--- src/rtl/receiver3b.sv ---
// Three-frame serial receiver: assembles 8N1 frames (MSB first) into one 24-bit word.
// Words abort on a bad stop bit or an over-long gap between frames; the partial word is dropped.
module receiver3b #(
  parameter int CLKS_PER_BIT = 5208,
  parameter int GAP_BITS     = 16
) (
  input  logic        clk,
  input  logic        reset,
  input  logic        rx,
  output logic [23:0] data,
  output logic        data_valid,
  output logic        framing_error,
  output logic        timeout_error,
  output logic        busy,
  output logic [2:0]  state_out
);

  typedef enum logic [2:0] {
    S_IDLE  = 3'd0,
    S_START = 3'd1,
    S_DATA  = 3'd2,
    S_STOP  = 3'd3,
    S_GAP   = 3'd4
  } state_t;

  localparam logic [15:0] FULL_M1 = 16'(CLKS_PER_BIT - 1);
  localparam logic [15:0] HALF_M1 = 16'(CLKS_PER_BIT / 2 - 1);
  localparam logic [31:0] GAP_M1  = 32'(GAP_BITS * CLKS_PER_BIT - 1);

  logic        r_sync1, r_sync2;
  state_t      r_state;
  logic [15:0] r_baud;
  logic [31:0] r_gap;
  logic [2:0]  r_bit;
  logic [1:0]  r_frame;
  logic        r_from_gap;
  logic [23:0] r_shift;
  logic [23:0] r_data;
  logic        r_dv, r_fe, r_te;

  state_t      w_state;
  logic [15:0] w_baud;
  logic [31:0] w_gap;
  logic [2:0]  w_bit;
  logic [1:0]  w_frame;
  logic        w_from_gap;
  logic [23:0] w_shift;
  logic [23:0] w_data;
  logic        w_dv, w_fe, w_te;
  logic        w_rx_s;

  assign w_rx_s = r_sync2;

  always_comb begin
    w_state    = r_state;
    w_baud     = r_baud;
    w_gap      = r_gap;
    w_bit      = r_bit;
    w_frame    = r_frame;
    w_from_gap = r_from_gap;
    w_shift    = r_shift;
    w_data     = r_data;
    w_dv       = 1'b0;
    w_fe       = 1'b0;
    w_te       = 1'b0;
    case (r_state)
      S_IDLE: begin
        if (!w_rx_s) begin
          w_state    = S_START;
          w_bit      = 3'd0;
          w_baud     = HALF_M1;
          w_from_gap = 1'b0;
        end
      end
      S_START: begin
        if (r_baud != 16'd0) begin
          w_baud = r_baud - 16'd1;
        end else if (!w_rx_s) begin
          w_state = S_DATA;
          w_baud  = FULL_M1;
        end else begin
          // Start bit vanished by mid-bit: a glitch, resume where the frame began.
          w_state = r_from_gap ? S_GAP : S_IDLE;
        end
      end
      S_DATA: begin
        if (r_baud != 16'd0) begin
          w_baud = r_baud - 16'd1;
        end else begin
          w_shift = {r_shift[22:0], w_rx_s};
          w_baud  = FULL_M1;
          w_bit   = r_bit + 3'd1;
          if (r_bit == 3'd7) w_state = S_STOP;
        end
      end
      S_STOP: begin
        if (r_baud != 16'd0) begin
          w_baud = r_baud - 16'd1;
        end else if (w_rx_s) begin
          if (r_frame == 2'd2) begin
            w_data  = r_shift;
            w_dv    = 1'b1;
            w_frame = 2'd0;
            w_state = S_IDLE;
          end else begin
            w_frame = r_frame + 2'd1;
            w_gap   = GAP_M1;
            w_state = S_GAP;
          end
        end else begin
          w_fe    = 1'b1;
          w_frame = 2'd0;
          w_shift = 24'h000000;
          w_state = S_IDLE;
        end
      end
      S_GAP: begin
        if (!w_rx_s) begin
          w_state    = S_START;
          w_bit      = 3'd0;
          w_baud     = HALF_M1;
          w_from_gap = 1'b1;
        end else if (r_gap == 32'd0) begin
          w_te    = 1'b1;
          w_frame = 2'd0;
          w_shift = 24'h000000;
          w_state = S_IDLE;
        end else begin
          w_gap = r_gap - 32'd1;
        end
      end
      default: w_state = S_IDLE;
    endcase
  end

  always_ff @(posedge clk) begin
    if (reset) begin
      r_sync1    <= 1'b1;
      r_sync2    <= 1'b1;
      r_state    <= S_IDLE;
      r_baud     <= 16'd0;
      r_gap      <= 32'd0;
      r_bit      <= 3'd0;
      r_frame    <= 2'd0;
      r_from_gap <= 1'b0;
      r_shift    <= 24'h000000;
      r_data     <= 24'h000000;
      r_dv       <= 1'b0;
      r_fe       <= 1'b0;
      r_te       <= 1'b0;
    end else begin
      r_sync1    <= rx;
      r_sync2    <= r_sync1;
      r_state    <= w_state;
      r_baud     <= w_baud;
      r_gap      <= w_gap;
      r_bit      <= w_bit;
      r_frame    <= w_frame;
      r_from_gap <= w_from_gap;
      r_shift    <= w_shift;
      r_data     <= w_data;
      r_dv       <= w_dv;
      r_fe       <= w_fe;
      r_te       <= w_te;
    end
  end

  assign data          = r_data;
  assign data_valid    = r_dv;
  assign framing_error = r_fe;
  assign timeout_error = r_te;
  assign busy          = (r_state != S_IDLE);
  assign state_out     = r_state;

endmodule

--- config.mk ---
export PLATFORM = sky130hd
export DESIGN_NAME = receiver3b
export DESIGN_NICKNAME = d
export VERILOG_FILES = /design/src/rtl/receiver3b.sv
export SDC_FILE = /design/constraint.sdc
export NUM_CORES = 1
export LEC_CHECK = 0
export ABC_AREA = 1
export CAP_MARGIN = 10
export CORE_ASPECT_RATIO = 1.2
export CORE_UTILIZATION = 33
export DETAILED_ROUTE_END_ITERATION = 8
export PLACE_DENSITY_LB_ADDON = 0.1
export SETUP_SLACK_MARGIN = 0.05
export SLEW_MARGIN = 5
export SYNTH_ARGS = -nofsm -noshare
export SYNTH_HDL_FRONTEND = slang
export SYNTH_SLANG_ARGS = --single-unit
--- constraint.sdc ---
create_clock -name clk -period 5.6 [get_ports clk]
set_input_delay 1.4 -clock clk [delete_from_list [all_inputs] [get_ports clk]]
set_output_delay 1.4 -clock clk [all_outputs]
set_load 0.005 [all_outputs]
---- After elaboration in Yosys (flattened, before gate mapping) ----
Cells that the tools add are included.
word-level totals
  output and inout port bits .............. 31
  bits in registers ....................... 110
  logic and storage cells ................. 109
cells by class
  reductions and logical operators ........ 21
  bitwise operators ....................... 4
  equality and inequality tests ........... 22
  add/sub/neg operators ................... 4
  multiplexer cells ....................... 45
operators by type and width
  kind                                                                   number
  32-bit 2-to-1 mux                                                      5
  24-bit 2-to-1 mux                                                      5
  16-bit 2-to-1 mux                                                      5
  24-bit case mux with 3 select lines                                    1
  16-bit case mux with 4 select lines                                    1
  32-bit case mux with 2 select lines                                    1
  3-bit 2-to-1 mux                                                       13
  32-bit zero test                                                       1
  32-bit by 1-bit subtractor with 32-bit output, second input constant   1
  2-bit inequality test, second input constant                           14
  6-bit AND reduction                                                    3
  16-bit nonzero test                                                    1
  16-bit by 1-bit subtractor with 16-bit output, second input constant   1
  3-bit case mux with 5 select lines                                     1
  4-bit AND reduction                                                    3
  2-bit 2-to-1 mux                                                       5
  3-bit by 2-bit equality test with 1-bit output, second input constant  2
  3-bit equality test, second input constant                             2
  3-bit inequality test, second input constant                           2
  3-bit case mux with 2 select lines                                     1
  3-bit AND reduction                                                    2
  2-bit nonzero test                                                     3
  3-bit nonzero test                                                     2
  3-bit OR reduction                                                     2
  12 further kinds                                                       19

---- Longest topological paths before layout ----
  word-level depth ........................ 5
  mapped depth ............................ 14

---- Worst setup path after synthesis ----
Ideal clock, no wire load.
  path type ............................... input to register
  start ................................... in reset
  end ..................................... reg r_shift[10]
  arrival time ............................ 2.132 ns
  buffers on the path ..................... 2
  stages on the path ...................... 5
  data required time ...................... 5.535 ns
  slack ................................... 3.404 ns
  cell sequence ........................... inv_1 clkbuf_1 clkbuf_1 o21ai_0 nor2_1
RTL lines
  element               line  source
  start, declared       8     input logic reset,
  end signal, assigned  160   r_shift <= w_shift;
  end, declared         37    logic [23:0] r_shift;

---- Final worst setup path ----
  start ................................... reg r_state[0], in the netlist state_out[0]
  end ..................................... out busy
on the way
  cells in the longest elaborated chain, start to end .. 1
RTL lines
  element                 line  source
  start, declared         31    state_t r_state;
  start signal, assigned  154   r_state <= w_state;
  3-bit nonzero test      172   assign busy = (r_state != S_IDLE);
  end, declared           14    output logic busy,
Every way passes these cells.

==> results.toml <==
[status]
outcome = "finished clean"

[critical_path]
cpPeakStageDelay_ns = 0.52
r2r_start = "state_out[0]"
crit_required_ns = 4.20
cp-start-kind = "flop"
path_max_fanout = 8
path_cells = "nor2_4, nand2_1, clkdlybuf4s50_1"
end_kind = "primary output"
crit_arrival_ns = 1.62
crit_path_start = "state_out[0]"
critPathKind = "reg2out"
crit_path_top_delay_cell = "clkdlybuf4s50_1"

[drt]
first_pass_iters = 4
wire_per_inst_um = 13.2
dr_wl_met3_um = 498
via_per_inst = 4.76
dr.first_iter.drc_count = 379
wl_met2_um = 6890
drc = 0
antenna_left = 0
vias = 5207
wirelength_met1_um = 6880
dr.max_layer_used = "met4"
totalWireLength_um = 14500

[timing]
rsz0062_at_grt = "no"
worst_slack_ns = 2.58
slew_headroom_pct = 24.4
slew_viol_final = 0
min_period_over_period_pct = 53.9
skew_ns = 0.00937
fmax_ghz = 0.331
worstMarginPinSlew_ns = 1.13
setup_viol = 0
finalSetupTns_ns = 0
layout_min_cycle_time_ns = 3.02
finalHoldViolCount = 0

[floorplanning]
boundaryPins = 34
start_util_pct = 34.0
dieWidth_um = 120
row_count = 51
core_mm2 = 0.0163
die_h_um = 144
dieArea_mm2 = 0.0173

[global_routing]
grt_max_degree = 57
antenna_found_initial = 0
track_usage_pct = 17.4
globalRoute.totalOverflow = 0
grt_pass1_wl_um = 24000
grt_pass1_vias = 4838

[clock_network]
cts_sinks = 110
cts_tree = "built"
clock_path_buffers = 2
cts.htree.levels = 3
post-cts-setup-buffer-count = 0
clk_pin_slew_ns = 0.08
clk_latency_ns = 0.37
post_cts_resize_count = 0
cts-root-buf = "clkbuf_16"
cts_buffers = 9
ctsHoldBuffers = 0

[synth]
syn_nets = 870
synth_fa_ha_area_share_pct = 0.902
syn_area_mm2 = 0.00555
synth_edf_count = 0
synth-main-ff-cell = "dfxtp_1"
avgSynthCellArea_um2 = 6.43
synthMuxAreaShare_pct = 0
synth-async-reset-ratio_pct = 0
synth_xor_area_share_pct = 1.74
synth_compound_area_share_pct = 14.3
synth_top_family_by_area = "simple AND/OR/NAND/NOR gates"
yosysWarnings = 0
synth_cell_types = 32
synthCells = 863
ys_ff_latch = 110
synth-seq-area-share_pct = 39.7
synth-simple-area-share_pct = 35.8

[final_layout]
n_fill_cell = 1881
fin_cells = 1095
fin_area_mm2 = 0.00630
insertedDiodeCount = 0
regArea_mm2 = 0.00220
drive_above_1_share_pct = 5.44
final_nets = 885
syn2layout_area_growth_pct = 13.6
multiInputGateArea_mm2 = 0.00293

[place]
place_hpwl_um = 9790
place.gp.congestion = 0.798
pre_cts_ws_ns = 2.79
post_dp_cell_area_mm2 = 0.00601
port_buffers = 33
placed_cells = 1079

[power_and_ir_drop]
power_density_mw_per_mm2 = 449
peakVddDrop_v = 0.000146
p_leak_nw = 2.71

[worst_hold_path]
holdCritStartpoint = "r_sync1"
hp-class = "reg2reg"

[run]
max_cap_viol_count = 0
==> synthesized netlist by cell type (all sizes together), types with 4 or more instances <==
cell / count / area share, %
or2: 8 / 0.90
nand4: 12 / 1.4
dfxtp: 110 / 40
nor2: 231 / 16
nand3: 33 / 3.1
nand2: 186 / 13
a21oi: 68 / 6.1
nor3: 8 / 0.72
o21bai: 7 / 0.95
nor4: 4 / 0.45
clkbuf: 11 / 0.74
o21ai: 73 / 6.7
buf: 22 / 2.2
inv: 68 / 4.6
ha: 4 / 0.90
xnor2: 7 / 1.1
xor2: 4 / 0.63
==> layer usage <==
metal,up-vias,global-route usage (%)
met5,-,0
met4,0,5.78
met1,2345,22.6
li1,2782,-
met2,67,29.5
met3,13,2.80
==> sequential cells by signal (all words and copies together) (netlist names) <==
signal,flops
r_gap,32
state_out,3
r_shift,24
r_sync1,1
timeout_error,1
r_baud,16
r_frame,2
data,24
r_bit,3
framing_error,1
r_sync2,1
data_valid,1
r_from_gap,1
==> power by group <==
group,leakage (nW),internal (mW),total (mW),switching (mW)
registers,0.892,0.894,0.982,0.0885
logic,1.67,0.412,1.21,0.794
clock network,0.141,0.313,0.646,0.333
==> through the flow <==
stage,hold WS [ns],total power [mW],utilization [%]
floorplan,0.389,1.95,-
global placement,0.392,2.22,36.8
detailed placement,0.397,2.22,36.8
CTS,0.416,2.87,38.6
global route,0.431,3.09,38.6
finish,0.415,2.83,38.6
==> worst max-delay path, delay by kind of cell, from the launching register on <==
kind	cells	cell delay, ns
flops	1	0.49
simple gates	2	0.24
buf+inv	1	0.52
==> worst paths after layout <==
| path | to | cells past startpoint | slack [ns] |
|---|---|---|---|
| max | busy | 3 | 2.58 |
| min reg2reg | r_sync2 | 1 | 0.41 |
| max reg2reg | r_gap[31] | 11 | 2.87 |
| min | r_sync2 | 1 | 0.41 |
==> layout by cell type, fill, tap and decap left out, drive strengths merged, types with 3 or more instances in the layout <==
cell / count
ha: 4
xnor2: 7
nand2: 186
a21oi: 68
clkinv: 3
nor2: 231
buf: 5
nor4: 4
clkbuf: 9
o21bai: 7
nand3: 33
nor3: 8
xor2: 4
clkdlybuf4s50: 32
o21ai: 73
nand4: 12
dfxtp: 110
or2: 8
inv: 71
==> final cells by class <==
class / count / share of cell area (%)
Inverter: 68 / 4.05
Sequential cell: 110 / 34.9
Clock buffer: 9 / 3.57
Multi-Input combinational cell: 652 / 46.5
Clock inverter: 7 / 1.05
Tap cell: 212 / 4.21
Timing Repair Buffer: 37 / 5.64
==> kinds of logic after synthesis <==
| kind of cell | Yosys count |
|---|---|
| buffers and inverters | 101 |
| and+or+nand+nor | 485 |
| adders and majority gates | 4 |
| DFF | 110 |
| AOI/OAI and AO/OA | 152 |
| xor gates and xnor gates | 11 |
Note: power is estimated with default switching activity, not from simulation.
==> RTL change 1 (same settings) <==
Register the output `timeout_error` once more, cleared by the reset; this adds one clock of latency there. The other outputs are not delayed to match.
--- a/src/rtl/receiver3b.sv
+++ b/src/rtl/receiver3b.sv
@@ -168,7 +168,13 @@
   assign data          = r_data;
   assign data_valid    = r_dv;
   assign framing_error = r_fe;
-  assign timeout_error = r_te;
+  always_ff @(posedge clk) begin
+    if (reset) begin
+      timeout_error <= '0;
+    end else begin
+      timeout_error <= r_te;
+    end
+  end
   assign busy          = (r_state != S_IDLE);
   assign state_out     = r_state;
 
Function: no difference found for any inputs over 10 cycles, from zero or initial values and one cycle with reset high; that may be too few to reach the edited logic, so the function may still have changed.
==> RTL change 1 against the original RTL <==
- cell area is 2.4% higher
- count of clock-buffer cells in the layout stayed put
- area after synthesis is 3.3% higher
- global-route usage is 0.36 points lower
- worst setup slack better by 79 ps
- routed wire length hardly changed
- sequential cell count is 1 higher
- largest cell class unchanged
Power is not compared: it rests on default switching activity, and its combinational part moved more than twofold at a synthesized area within 25%.
==> RTL change 1: results (changes against the original RTL) <==
| Metric | Value |
|---|---|
| GRT Total Usage | 0.171 (was 0.174) |
| Layout Nets | 905 (was 885) |
| Clk buf depth | 2 (unchanged) |
| WL/cell | 12.9 um (was 13.2 um) |
| Status | completed (unchanged) |
| Initial antenna violation count | 0 (unchanged) |
| Synth area leaders | dfxtp_1 (39%), nand2_1 (16%), nor2_1 (13%) (was dfxtp_1 (40%), nor2_1 (15%), nand2_1 (12%)) |
| Largest net degree at the start of global routing | 49 (was 57) |
| Met2 wire len | 7.16 mm (was 6.89 mm) |
| Met1 wire length | 6.76 mm (was 6.88 mm) |
| Flop pwr share | 0.450 |
| Post-synth top cells | nand2_1 (246), nor2_1 (205), dfxtp_1 (111), a21oi_1 (67), nand3_1 (45) (was nor2_1 (226), nand2_1 (182), dfxtp_1 (110), a21oi_1 (68), inv_1 (63)) |
| Post-Layout Cell Count | 1119 (was 1095) |
| First-pass GRT wire length | 24.5 mm (was 24.0 mm) |
| Root Buffer | clkbuf_16 (unchanged) |
| Share of cells above drive strength 1 | 0.0664 (was 0.0544) |
| RD Place Congestion | 0.837 (was 0.798) |
| Post-DP HPWL | 9.80 mm (was 9.79 mm) |
| M2 GR Usage | 0.301 (was 0.295) |
| Reg2Reg Setup Slack | 2910 ps (was 2870 ps) |
| Place WS | 2310 ps (was 2790 ps) |
| Hold buffer count at CTS | 0 (unchanged) |
| GRT met1 Usage | 0.207 (was 0.226) |
| Class of the worst hold path | register to register (unchanged) |
| P_comb | 0.000395 W |
| Met3 Track Usage GR | 0.0238 (was 0.0280) |
| Reg-to-Reg Start | r_baud[0] (was state_out[0]) |
| H-tree lvl count | 3 (unchanged) |
| Critical Path Fanout Max | 8 (unchanged) |
| Biggest register | r_gap (unchanged) |
| R2R Path End | r_shift[22] (was r_gap[31]) |
| Synth cell types | 32 (unchanged) |
| Fillcell total | 1859 (was 1881) |
| Clock Skews | 16.6 ps (was 9.37 ps) |
| First-pass DRT Iterations | 5 (was 4) |
| Vias | 5280 (was 5207) |
| Worst rel slew slack | 0.283 (was 0.244) |
| Hold Crit Start | r_sync1 (unchanged) |
| Gate count of the mapped netlist | 886 (was 863) |
| Hold WS | 411 ps (was 415 ps) |
| Clock transition at path regs | 70 ps |
| Internal | 0.00128 W |
| Initial DRC Count | 209 (was 379) |
| DP Area | 6160 sq um (was 6010 sq um) |
| Number of global-route vias before repair | 5037 (was 4838) |
| Max layer used | met4 (unchanged) |
| Max rail drop VDD | 0.000152 V |
| Cts bufs inserted | 9 (unchanged) |
| Register area share after synthesis | 0.388 (was 0.397) |
| Port Buffers | 33 (unchanged) |
| Arrival time worst endpoint | 1540 ps (was 1620 ps) |
| CTS resizes | 0 (unchanged) |
| Post-synth ARST share | 0 (unchanged) |
| DR WL met3 | 329 um (was 498 um) |
| Synthesis-to-finish area growth | 12.7% (was 13.6%) |
RTL change 1: critical path: stages, from the launching register on:
cell and delay, ps:
dfxtp_1 400, nor2_4 260, nand2_1 80, clkdlybuf4s50_1 450
RTL change 1: cell families (layout without fill, tap and decap cells):
logic type,after synthesis,in the layout,share of synthesized area
buf+inv,83,100,0.0662
fa+ha+maj,4,4,0.00874
simple gates,548,548,0.398
flops,111,111,0.388
compound gates,127,127,0.119
xor+xnor,13,13,0.0199
RTL change 1: area by class of cell:
type / instances / share of cell area
repair buffers: 39 / 0.0574
flip-flops and latches: 111 / 0.344
clock inverters: 7 / 0.0105
well taps: 216 / 0.0419
multi-input cells: 692 / 0.485
inverters: 45 / 0.0262
clock buffers: 9 / 0.0349
RTL change 1: worst max-delay path by stage:
stage,startpoint,to,slack (ps),cells after the start
floorplan,reset,r_baud[12],3490,3
global placement,reset,r_baud[13],2350,6
detailed placement,reset,r_baud[13],2310,6
CTS,state_out[1],busy,2620,3
global route,reset,r_baud[13],2510,6
finish,state_out[1],busy,2660,3
==> RTL change 2 (same settings) <==
Made on the original files. The parameter `CLKS_PER_BIT` goes from 5208 to 2604.
--- a/src/rtl/receiver3b.sv
+++ b/src/rtl/receiver3b.sv
@@ -1,7 +1,7 @@
 // Three-frame serial receiver: assembles 8N1 frames (MSB first) into one 24-bit word.
 // Words abort on a bad stop bit or an over-long gap between frames; the partial word is dropped.
 module receiver3b #(
-  parameter int CLKS_PER_BIT = 5208,
+  parameter int CLKS_PER_BIT = 2604,
   parameter int GAP_BITS     = 16
 ) (
   input  logic        clk,
Check against the original RTL: no difference found for any inputs over 10 cycles, from zero or initial values and one cycle with reset high; that may be too few to reach the edited logic, so the function may still have changed.
==> RTL change 2 against the original RTL <==
- area after synthesis grew 0.65%
- first-iteration DRC count shrank 23%
- sequential cell count is the same
- worst setup slack lost 160 ps
- routed wire length shrank 2.1%
- final cell count grew 0.82%
- cell area grew 1.1%
- critical path type unchanged
- highest routed layer unchanged
Power is not compared: it rests on default switching activity, and its combinational part moved more than twofold at a synthesized area within 25%.
==> RTL change 2: results (changes against the original RTL) <==
| Metric | Value |
|---|---|
| Synth cell types | 31 (was 32) |
| Ys flop type | dfxtp_1 (unchanged) |
| Synth area leaders | dfxtp_1 (39%), nor2_1 (15%), nand2_1 (13%) (was dfxtp_1 (40%), nor2_1 (15%), nand2_1 (12%)) |
| H-tree lvl count | 3 (unchanged) |
| Initial DRC Count | 291 (was 379) |
| Clock transition at path regs | 80 ps (about the same) |
| Worst rel slew slack | 0.409 (was 0.244) |
| Share of cells above drive strength 1 | 0.0561 (was 0.0544) |
| Status | completed (unchanged) |
| Post-CTS Setup Repair Bufs | 0 (unchanged) |
| Number of global-route vias before repair | 4928 (was 4838) |
| GRT Total Usage | 0.172 (was 0.174) |
| CP max stage cell | clkdlybuf4s50_1 (unchanged) |
| Fillcell total | 1792 (was 1881) |
| Post-synth ARST share | 0 (unchanged) |
| Post-synth top cells | nor2_1 (222), nand2_1 (190), dfxtp_1 (110), inv_1 (68), a21oi_1 (64) (was nor2_1 (226), nand2_1 (182), dfxtp_1 (110), a21oi_1 (68), inv_1 (63)) |
| Max rail drop VDD | 0.000213 V |
| Critical Path Fanout Max | 12 (was 8) |
| Largest net degree at the start of global routing | 51 (was 57) |
| Number of enable flip-flop cells after synthesis | 0 (unchanged) |
| Switching pwr | 0.000746 W |
| Register area share after synthesis | 0.394 (was 0.397) |
| Biggest register | r_gap (unchanged) |
| First-pass DRT Iterations | 4 (unchanged) |
| Place WS | 2610 ps (was 2790 ps) |
| Cts bufs inserted | 9 (unchanged) |
| Max reg flops | 32 (unchanged) |
| Vias | 5222 (was 5207) |
| Hold path cells | 1 (unchanged) |
| Post-DP HPWL | 9.60 mm (was 9.79 mm) |
| Yosys Warn Count | 0 (unchanged) |
| WL/cell | 12.8 um (was 13.2 um) |
| Worst path top cell family by delay | simple AND/OR/NAND/NOR gates (was buffers and inverters) |
| Leakage | 2.76 nW |
| Arrival time worst endpoint | 1770 ps (was 1620 ps) |
| Worst R2R Path Depth | 10 (was 11) |
| Slowest stage delay, CP | 470 ps (was 520 ps) |
| Class of the worst hold path | register to register (unchanged) |
| Root Buffer | clkbuf_16 (unchanged) |
| Synth Net Count | 879 (was 870) |
| Clk buf depth | 2 (unchanged) |
| Ant diodes | 0 (unchanged) |
| Initial antenna violation count | 0 (unchanged) |
| RD Place Congestion | 0.823 (was 0.798) |
| Worst skew pair latency | 360 ps |
| First-pass GRT wire length | 23.7 mm (was 24.0 mm) |
| Layout Nets | 894 (was 885) |
| Port Buffers | 33 (unchanged) |
| Clock Skews | 12.1 ps (was 9.37 ps) |
| CTS resizes | 0 (unchanged) |
[RTL change 2: changes by cell type after synthesis, sizes merged, moves of 3 or more]
cell,before,now
o21ai,73,76
clkbuf,11,14
nand2,186,196
a21oi,68,64
inv,68,72
nor3,8,12
nand3,33,28
[RTL change 2: per-layer routing]
layer  GRT usage  share of wire  vias up
met5           0              0        -
met4      0.0650          0.014        0
met3      0.0284          0.019       15
met2       0.304           0.50       48
met1       0.209           0.46     2352
li1            -              -     2807
[RTL change 2: cell type report]
class | instances | share of cell area
Clock buffer | 9 | 0.0353
Clock inverter | 7 | 0.0161
Inverter | 73 | 0.0432
Multi-Input combinational cell | 655 | 0.461
Sequential cell | 110 | 0.346
Tap cell | 212 | 0.0416
Timing Repair Buffer | 38 | 0.0569
[RTL change 2: final timing paths]
kind                start          end  slack, ps
max          state_out[0]         busy       2430
min               r_sync1      r_sync2        410
max reg2reg  state_out[0]  r_shift[19]       2760
min reg2reg       r_sync1      r_sync2        410
[RTL change 2: logic make-up (layout without fill, tap and decap cells)]
| logic type | count (synthesis) | count (layout) | share of synthesized area |
|---|---|---|---|
| AO/OA/AOI/OAI | 150 | 150 | 0.139 |
| XOR/XNOR | 11 | 11 | 0.0173 |
| adder cells (fa/ha/maj) | 4 | 4 | 0.00896 |
| buffers and inverters | 107 | 127 | 0.0802 |
| flip-flops | 110 | 110 | 0.394 |
| AND/OR/NAND/NOR | 490 | 490 | 0.360 |
[RTL change 2: metrics by stage]
stage,std cells,cell area [sq um],total power (W)
after floorplan,872,5580,0.00131
after CTS,1104,6370,0.00215
after detailed placement,1088,6040,0.00144
final,1104,6370,0.00212
after global routing,1104,6370,0.00227
after global placement,1088,6040,0.00144
[RTL change 2: power groups by stage]
stage | logic, W | clock network, W | registers [W]
2_1_floorplan | 0.000434 | 0 | 0.000876
3_3_place_gp | 0.000551 | 0 | 0.000887
3_5_place_dp | 0.000549 | 0 | 0.000887
4_1_cts | 0.000553 | 0.000729 | 0.000869
5_1_grt | 0.000628 | 0.000763 | 0.000876
6_report | 0.000546 | 0.000707 | 0.000868
